## config.mk

```make
export PLATFORM = sky130hd
export DESIGN_NAME = fetch_unit
export DESIGN_NICKNAME = d
export VERILOG_FILES = /design/src/rtl/fetch_unit.sv
export SDC_FILE = /design/constraint.sdc
export NUM_CORES = 1
export LEC_CHECK = 0
export ABC_AREA = 1
export BUFFER_PORTS_ARGS = -buffer_cell sky130_fd_sc_hd__buf_2
export CORE_MARGIN = 2
export CORE_UTILIZATION = 57
export DETAILED_ROUTE_END_ITERATION = 6
export GPL_ROUTABILITY_DRIVEN = 1
export HOLD_SLACK_MARGIN = 0.1
export PLACE_DENSITY_LB_ADDON = 0.08
export SYNTH_ARGS = -nofsm -noshare
export SYNTH_HDL_FRONTEND = slang
export SYNTH_SLANG_ARGS = --single-unit
```

## constraint.sdc

```tcl
create_clock -name clock -period 5.6 [get_ports clock]
set_clock_uncertainty 0.05 [all_clocks]
set_input_delay 0.56 -clock clock [delete_from_list [all_inputs] [get_ports clock]]
set_output_delay 0.56 -clock clock [all_outputs]
set_load 0.02 [all_outputs]
```

## src/rtl/fetch_unit.sv

```systemverilog
`default_nettype none
// ============================================================================
//  Module      : fetch_unit
//  Description : Instruction fetch stage. Holds the PC, prefetches words into
//                a QUEUE_DEPTH-entry {pc, instr} FIFO and presents them to
//                decode through a registered output stage. branch_taken
//                redirects the PC and flushes everything in flight.
//  Options     : FETCH_BYPASS_EN - when defined, a fetch that finds the queue
//                empty and the output stage free goes straight to the output
//                stage (1-cycle fetch-to-output instead of 2).
//  Revision    : 1.0 - initial release
// ============================================================================
module fetch_unit #(
  parameter int                     ADDR_WIDTH  = 32,
  parameter int                     INSTR_WIDTH = 32,
  parameter int                     QUEUE_DEPTH = 4,
  parameter logic [INSTR_WIDTH-1:0] NOP_INSTR   = 32'h21000000
) (
  input  logic                               clock,
  input  logic                               reset,
  // instruction memory side
  output logic                               imem_req,
  output logic [ADDR_WIDTH-1:0]              imem_addr,
  input  logic [INSTR_WIDTH-1:0]             imem_instr,
  input  logic                               imem_stall,
  // decode side
  input  logic                               id_stall,
  input  logic                               branch_taken,
  input  logic [ADDR_WIDTH-1:0]              new_pc,
  output logic                               instr_valid,
  output logic [INSTR_WIDTH-1:0]             instruction,
  output logic [ADDR_WIDTH-1:0]              prog_counter,
  output logic [$clog2(QUEUE_DEPTH+1)-1:0]   queue_count
);

  localparam int c_ptr_w = $clog2(QUEUE_DEPTH);
  localparam int c_cnt_w = $clog2(QUEUE_DEPTH + 1);

  localparam logic [c_cnt_w-1:0]    c_cnt_full = c_cnt_w'(QUEUE_DEPTH);
  localparam logic [c_cnt_w-1:0]    c_cnt_one  = c_cnt_w'(1);
  localparam logic [c_ptr_w-1:0]    c_ptr_one  = c_ptr_w'(1);
  localparam logic [ADDR_WIDTH-1:0] c_pc_one   = ADDR_WIDTH'(1);

  // architectural state
  logic [ADDR_WIDTH-1:0]  pc_q,      pc_d;
  logic [c_ptr_w-1:0]     wr_ptr_q,  wr_ptr_d;
  logic [c_ptr_w-1:0]     rd_ptr_q,  rd_ptr_d;
  logic [c_cnt_w-1:0]     count_q,   count_d;
  logic                   valid_q,   valid_d;
  logic [INSTR_WIDTH-1:0] instr_q,   instr_d;
  logic [ADDR_WIDTH-1:0]  pc_out_q,  pc_out_d;

  // prefetch storage (data only, no reset needed: occupancy is tracked by count_q)
  logic [ADDR_WIDTH-1:0]  q_pc_mem    [QUEUE_DEPTH];
  logic [INSTR_WIDTH-1:0] q_instr_mem [QUEUE_DEPTH];

  // per-cycle control decisions
  logic q_empty;
  logic q_full;
  logic out_load;
  logic pop;
  logic fetch_req;
  logic fetch_acc;
  logic bypass;
  logic push;

  // Handshake decisions: pop, fetch request/accept, bypass and push for this cycle
  always_comb begin
    q_empty   = (count_q == '0);
    q_full    = (count_q == c_cnt_full);
    out_load  = ~valid_q | ~id_stall;
    // A redirect flushes the queue, so nothing is popped on a branch cycle.
    pop       = out_load & ~q_empty & ~branch_taken;
    // A full queue may still fetch when the head leaves in the same cycle.
    fetch_req = ~reset & ~branch_taken & (~q_full | pop);
    fetch_acc = fetch_req & ~imem_stall;
`ifdef FETCH_BYPASS_EN
    bypass    = fetch_acc & q_empty & out_load;
`else
    bypass    = 1'b0;
`endif
    push      = fetch_acc & ~bypass;
  end

  // Next-state computation for PC, queue bookkeeping and the output stage
  always_comb begin
    pc_d     = fetch_acc ? (pc_q + c_pc_one) : pc_q;
    wr_ptr_d = push ? (wr_ptr_q + c_ptr_one) : wr_ptr_q;
    rd_ptr_d = pop  ? (rd_ptr_q + c_ptr_one) : rd_ptr_q;
    case ({push, pop})
      2'b10:   count_d = count_q + c_cnt_one;
      2'b01:   count_d = count_q - c_cnt_one;
      default: count_d = count_q;
    endcase
    valid_d  = valid_q;
    instr_d  = instr_q;
    pc_out_d = pc_out_q;

    if (branch_taken) begin
      pc_d     = new_pc;
      wr_ptr_d = '0;
      rd_ptr_d = '0;
      count_d  = '0;
      valid_d  = 1'b0;
      instr_d  = NOP_INSTR;
    end else if (out_load) begin
      if (pop) begin
        valid_d  = 1'b1;
        instr_d  = q_instr_mem[rd_ptr_q];
        pc_out_d = q_pc_mem[rd_ptr_q];
      end else if (bypass) begin
        valid_d  = 1'b1;
        instr_d  = imem_instr;
        pc_out_d = pc_q;
      end else begin
        valid_d  = 1'b0;
        instr_d  = NOP_INSTR;
      end
    end
  end

  // State registers with synchronous reset
  always_ff @(posedge clock) begin
    if (reset) begin
      pc_q     <= '0;
      wr_ptr_q <= '0;
      rd_ptr_q <= '0;
      count_q  <= '0;
      valid_q  <= 1'b0;
      instr_q  <= NOP_INSTR;
      pc_out_q <= '0;
    end else begin
      pc_q     <= pc_d;
      wr_ptr_q <= wr_ptr_d;
      rd_ptr_q <= rd_ptr_d;
      count_q  <= count_d;
      valid_q  <= valid_d;
      instr_q  <= instr_d;
      pc_out_q <= pc_out_d;
    end
  end

  // Queue write port: store the accepted fetch at the tail
  always_ff @(posedge clock) begin
    if (push) begin
      q_pc_mem[wr_ptr_q]    <= pc_q;
      q_instr_mem[wr_ptr_q] <= imem_instr;
    end
  end

  assign imem_req     = fetch_req;
  assign imem_addr    = pc_q;
  assign instr_valid  = valid_q;
  assign instruction  = instr_q;
  assign prog_counter = pc_out_q;
  assign queue_count  = count_q;

endmodule
`default_nettype wire
```

==> results.sh, run 1 <==
export IMPL_status="complete, no violations"
export IMPL_path_class="reg -> reg"
export IMPL_max_slew_worst_pin_slew_ns=1.143
export IMPL_drtIter0Drc=1065
export IMPL_root_buffer="clkbuf_16"
export IMPL_synth_nets=1463
export IMPL_clock_sinks=362
export IMPL_synth_ff_type="edfxtp_1"
export IMPL_clock_latency_ns=0.53
export IMPL_synth_top_family_by_area="simple AND/OR/NAND/NOR gates"
export IMPL_utilization_pct=67.03
export IMPL_final_cell_mix="256 x edfxtp_1, 237 x nor2_1, 208 x nand2_1, 169 x buf_2, 159 x o21ai_0"
export IMPL_drv_slew=0
export IMPL_cts_buffers=37
export IMPL_syn2layout_area_growth_pct=15.28
export IMPL_ctsHoldBuffers=0
export IMPL_cp_start_kind="flop"
export IMPL_drc=0
export IMPL_clockBufferDepth=3
export IMPL_portBuffers=169
export IMPL_final_common_cell="edfxtp_1"
export IMPL_synth_edf_count=256
export IMPL_path_max_fanout=35
export IMPL_finalSetupTns_ns=0
export IMPL_rsz0062_at_grt="no"
export IMPL_setup_viol=0
export IMPL_cpMaxStageDelayCell="nor2_4"
export IMPL_wire_per_inst_um=18.27
export IMPL_htreeDepth=2
export IMPL_initial_core_util_pct=58.15
export IMPL_gp_congestion=0.8532
export IMPL_grt_pass1_vias=9830
export IMPL_synth_distinct_cells=34
export IMPL_ios=170
export IMPL_synth_yosys_seq_area_share_pct=66.80
export IMPL_grt_use_total_pct=25.57
export IMPL_die_width_um=164.5
export IMPL_end_kind="flop"
export IMPL_drive_gt1_share_pct=19.19
export IMPL_hp_class="in -> reg"
export IMPL_fin_nets=1610
export IMPL_grt_pass1_wl_mm=52.96
export IMPL_crit_required_ns=5.73
export IMPL_core_mm2=0.02525
export IMPL_hold_violations=0
export IMPL_relSlewSlack_pct=23.69
export IMPL_synth_xor_area_share_pct=0.4175
export IMPL_min_period_ns=3.079
export IMPL_p_leak_nw=6.389
export IMPL_overflow=0
export IMPL_synth_cells=1387
export IMPL_hpwl_mm=21.15
export IMPL_fillers=1973
export IMPL_rows=58
export IMPL_power_density_mw_per_mm2=336.8
export IMPL_post_cts_resized=0
export IMPL_clk_pin_slew_worst_paths_ns=0.06
export IMPL_vias_per_cell=5.567
export IMPL_synth_cell_area_mm2=0.01469
export IMPL_synth_compound_area_share_pct=11.43
export IMPL_synth_simple_area_share_pct=16.22
export IMPL_cts_tree="yes"
export IMPL_post_cts_buffers=0
export IMPL_die_area_mm2=0.02706
export IMPL_fmaxAchievable_mhz=324.8
export IMPL_min_period_over_period_pct=54.98
export IMPL_vias=10540
export IMPL_antenna_left=0
export IMPL_grt_max_degree=67
export IMPL_dr_pass1_iters=5
export IMPL_worst_ir_drop_vdd_mv=0.2105
export IMPL_drv_cap=0
export IMPL_slowest_delay_ns=0.97
export IMPL_wirelength_mm=34.61
export IMPL_dp_cells=1825
export IMPL_antenna_found_initial=1
export IMPL_syn_avg_cell_area_um2=10.59
export IMPL_synth_seq_cells=362
export IMPL_synthMuxAreaShare_pct=0
export IMPL_synth_warnings=0
export IMPL_hold_ws_ns=0.2134
export IMPL_synthArstFlopShare_pct=0
export IMPL_synthAdderAreaFrac_pct=0.6475
export IMPL_stdcell_count=1894
export IMPL_crit_chain="nand2_2 -> inv_2 -> nand3_2 -> nand3b_4 -> nor2_4 -> buf_4"
export IMPL_worstPathArrival_ns=3.21
export IMPL_die_h_um=164.5
[worst max-delay path, delay by kind of cell (launching register included)]
family	cells	cell delay, ns
flip-flops	1	0.32
buffers and inverters	2	0.66
AND/OR/NAND/NOR	4	1.70
[cell type report]
cell class                      instances  area, µm²  area share, %
Antenna cell                            1      2.502        0.01478
Clock buffer                           47       1026          6.061
Tap cell                              330      412.9          2.439
Timing Repair Buffer                  182      943.4          5.573
Sequential cell                       362       9812          57.96
Multi-Input combinational cell        874       4253          25.12
Inverter                               77      289.0          1.707
Clock inverter                         21      190.2          1.123
[metal layers]
layer | track usage, % | vias up | routed length [µm]
met3 | 4.194 | 55 | 2374
met1 | 33.97 | 5043 | 14680
met4 | 8.300 | 0 | 845
met2 | 43.29 | 364 | 16710
li1 | - | 5081 | -
met5 | 0 | - | 0
[power by group]
part	internal (W)	switching, W	leakage [nW]
combinational	0.0000920	0.000198	2.59
sequential	0.00291	0.0000594	3.20
clock	0.00144	0.000997	0.595
[kinds of logic after synthesis]
family | Yosys count
adders and majority gates | 7
buffers and inverters | 151
xor gates and xnor gates | 7
AOI/OAI and AO/OA | 313
DFF | 362
and+or+nand+nor | 547
[cells in the mapped netlist (all sizes together) (2+ instances only)]
library cell,instances,area share (%)
xnor2,2,0.12
nand3b,4,0.29
nand2,225,6.2
a21oi,64,2.3
o22ai,64,2.7
edfxtp,256,52
xor2,5,0.30
o21ai,180,6.1
ha,6,0.51
a22oi,2,0.10
clkbuf,34,0.87
nor2,261,7.7
inv,77,2.0
dfxtp,106,14
nand3,55,2.0
buf,40,1.6
o21bai,2,0.10
[per-stage QoR]
step,area [µm²],setup slack [ns],total power [W]
floorplan,14690,1.202,0.003195
global placement,15710,2.120,0.003315
detailed placement,15710,2.065,0.003320
CTS,16930,2.446,0.005730
global route,16930,2.272,0.005869
finish,16930,2.521,0.005702
[sequential cells by signal, indices dropped and copies added (netlist names), named ones only]
signal        flops
q_instr_mem     128
imem_addr        32
queue_count       3
prog_counter     32
rd_ptr_q          2
wr_ptr_q          2
instruction      32
q_pc_mem        128
instr_valid       1
[worst paths after layout]
check	start	end	slack, ns	cells past startpoint
worst min register to register	instruction[4]$_SDFFE_PP0N_	instruction[4]$_SDFFE_PP0N_	0.41	2
worst min-delay path	imem_instr[25]	q_instr_mem[2][25]$_DFFE_PP_	0.21	1
worst max-delay path	instr_valid$_SDFFE_PP0N_	q_instr_mem[2][0]$_DFFE_PP_	2.52	6
worst max register to register	instr_valid$_SDFFE_PP0N_	q_instr_mem[2][0]$_DFFE_PP_	2.52	6
Note: power is estimated with default switching activity, not from simulation.
==> run 2, diff against run 1 <==
--- a/config.mk
+++ b/config.mk
@@ -8,7 +8,7 @@
 export ABC_AREA = 1
 export BUFFER_PORTS_ARGS = -buffer_cell sky130_fd_sc_hd__buf_2
 export CORE_MARGIN = 2
-export CORE_UTILIZATION = 57
+export CORE_UTILIZATION = 53
 export DETAILED_ROUTE_END_ITERATION = 6
 export GPL_ROUTABILITY_DRIVEN = 1
 export HOLD_SLACK_MARGIN = 0.1
==> constraint.sdc (replaced) <==
create_clock -name clock -period 2.7 [get_ports clock]
set_clock_uncertainty 0.05 [all_clocks]
set_input_delay 0.27 -clock clock [delete_from_list [all_inputs] [get_ports clock]]
set_output_delay 0.27 -clock clock [all_outputs]
set_load 0.02 [all_outputs]
==> run 2 against run 1 <==
- die area increased by 7.4%
- highest routed layer unchanged
- non-clock buffer count increased by 81
- clock power increased by 120%
- critical endpoint is now queue_count[2]$_SDFFE_PP0P_
- setup slack got worse by 2.1 ns
- wire length increased by 2.9%
- combinational power increased by 140%
- hold slack got worse by 0.011 ns
- core utilization decreased by 1.1 points
- first-iteration DRC count decreased by 25%
==> results.sh, run 2 (synthesized netlist as in run 1, its figures left out) <==
export IMPL_status="complete, no violations"
export IMPL_core_mm2=0.02710
export IMPL_drtIter0Drc=795
export IMPL_die_area_mm2=0.02905
export IMPL_top_regs="q_instr_mem (128), q_pc_mem (128)"
export IMPL_end_kind="flop"
export IMPL_ctsHoldBuffers=65
export IMPL_p_leak_nw=6.775
export IMPL_hpwl_mm=21.63
export IMPL_fin_nets=1693
export IMPL_clockBufferDepth=3
export IMPL_overflow=0
export IMPL_setup_viol=0
export IMPL_antenna_found_initial=0
export IMPL_min_from="reset"
export IMPL_wirelength_mm=35.63
export IMPL_vias=10670
export IMPL_grt_pass1_vias=10220
export IMPL_r2r_slack_ns=0.48
export IMPL_dr_pass1_iters=5
export IMPL_clk_pin_slew_worst_paths_ns=0.05
export IMPL_post_cts_buffers=0
export IMPL_antenna_left=0
export IMPL_vias_per_cell=5.288
export IMPL_initial_core_util_pct=54.19
export IMPL_die_width_um=170.5
export IMPL_slowest_delay_ns=0.52
export IMPL_portBuffers=169
export IMPL_cp_start_kind="primary input"
export IMPL_worst_ir_drop_vdd_mv=0.3596
export IMPL_syn2layout_area_growth_pct=21.65
export IMPL_fmaxAchievable_mhz=448.5
export IMPL_insertedDiodeCount=0
export IMPL_drv_slew=0
export IMPL_worstPathArrival_ns=2.58
export IMPL_cp_depth=13
export IMPL_design_area_mm2=0.01786
export IMPL_fillers=2155
export IMPL_grt_use_total_pct=24.81
export IMPL_rsz0062_at_grt="no"
export IMPL_final_cell_mix="256 x edfxtp_1, 237 x nor2_1, 208 x nand2_1, 169 x buf_2, 159 x o21ai_0"
export IMPL_clock_latency_ns=0.52
export IMPL_hold_violations=0
export IMPL_htreeDepth=2
export IMPL_path_class="in -> reg"
export IMPL_drv_cap=0
export IMPL_hold_ws_ns=0.2020
export IMPL_max_slew_worst_pin_slew_ns=0.8061
export IMPL_post_cts_resized=0
export IMPL_min_period_ns=2.230
export IMPL_cpLargestDelayFamily="buffers and inverters"
export IMPL_dpl_cell_area_mm2=0.01595
export IMPL_min_period_over_period_pct=82.59
export IMPL_path_max_fanout=19
export IMPL_final_common_cell="edfxtp_1"
export IMPL_ios=170
export IMPL_drc=0
export IMPL_r2r_start="queue_count[0]$_SDFFE_PP0P_"
export IMPL_hold_depth=4
export IMPL_r2r_end="queue_count[2]$_SDFFE_PP0P_"
export IMPL_crit_chain="dlygate4sd3_1 -> buf_2 -> nand2_2 -> inv_2 -> nand3_2 -> nand3b_4 -> ha_1 -> inv_1 -> fa_1 -> a21oi_1 -> o21ai_0 -> o21ai_0 -> a21oi_1"
export IMPL_drive_gt1_share_pct=19.08
export IMPL_crit_required_ns=3.05
export IMPL_critPathBufInv=4
export IMPL_power_density_mw_per_mm2=677.3
export IMPL_die_h_um=170.5
export IMPL_hp_class="in -> reg"
export IMPL_clock_sinks=362
export IMPL_hold_end="instruction[29]$_SDFFE_PP1N_"
export IMPL_gp_congestion=0.8799
export IMPL_relSlewSlack_pct=46.26
export IMPL_wire_per_inst_um=17.65
export IMPL_grt_pass1_wl_mm=55.55
export IMPL_cts_tree="yes"
export IMPL_rows=60
export IMPL_grt_max_degree=66
export IMPL_cts_buffers=39
export IMPL_root_buffer="clkbuf_16"
export IMPL_r2r_cells=10
export IMPL_cpMaxStageDelayCell="dlygate4sd3_1"
==> run 2: cell types whose count changed in the layout (fill, tap and decap cells not counted), moves of 2 or more <==
cell           change
dlygate4sd3_1     +65
buf_4             +11
buf_12             +5
clkbuf_1           +5
clkbuf_16          +2
clkinvlp_4         -2
==> run 2: routing by layer <==
layer | up-vias | global-route usage [%] | wire (µm)
met5 | - | 0 | 0
met4 | 0 | 8.101 | 903
met3 | 62 | 3.698 | 1875
met2 | 312 | 42.28 | 17360
met1 | 5053 | 32.83 | 15490
li1 | 5245 | - | -
==> run 2: metrics by stage <==
step           cells  util, %  total power (W)  worst slack, ns  TNS (ns)
2_1_floorplan   1387        -         0.006626          -0.4714   -120.68
3_3_place_gp    1883    58.84         0.006882           0.4895         0
3_5_place_dp    1883    58.84         0.006892           0.4980         0
4_1_cts         2018    65.92          0.01220           0.4971         0
5_1_grt         2018    65.92          0.01252           0.3074         0
6_report        2018    65.92          0.01210           0.4701         0
==> run 2: final cells by class <==
| class | count | area, µm² | area share (%) |
|---|---|---|---|
| repair buffers | 263 | 1777 | 9.945 |
| inverters | 77 | 289.0 | 1.618 |
| well taps | 372 | 465.4 | 2.605 |
| clock inverters | 17 | 187.7 | 1.051 |
| multi-input cells | 874 | 4253 | 23.81 |
| flip-flops and latches | 362 | 9812 | 54.92 |
| clock buffers | 53 | 1081 | 6.051 |
==> run 2: tightest hold or removal path, cell delays in order <==
cell,delay [ns]
buf_2,0.15
nor2_8,0.06
buf_4,0.18
nand2_1,0.07
==> run 2: worst max path at each step <==
stage / startpoint / endpoint
2_1_floorplan: queue_count[0]$_SDFFE_PP0P_ / q_instr_mem[0][0]$_DFFE_PP_
3_3_place_gp: id_stall / queue_count[2]$_SDFFE_PP0P_
3_5_place_dp: id_stall / queue_count[2]$_SDFFE_PP0P_
4_1_cts: id_stall / queue_count[2]$_SDFFE_PP0P_
5_1_grt: id_stall / queue_count[2]$_SDFFE_PP0P_
6_report: id_stall / queue_count[2]$_SDFFE_PP0P_
==> run 2: power by group <==
| part | leakage [nW] | total (W) | internal (W) | switching, W |
|---|---|---|---|---|
| logic | 2.95 | 0.000695 | 0.000262 | 0.000433 |
| clock network | 0.623 | 0.00525 | 0.00319 | 0.00206 |
| registers | 3.20 | 0.00615 | 0.00605 | 0.000109 |
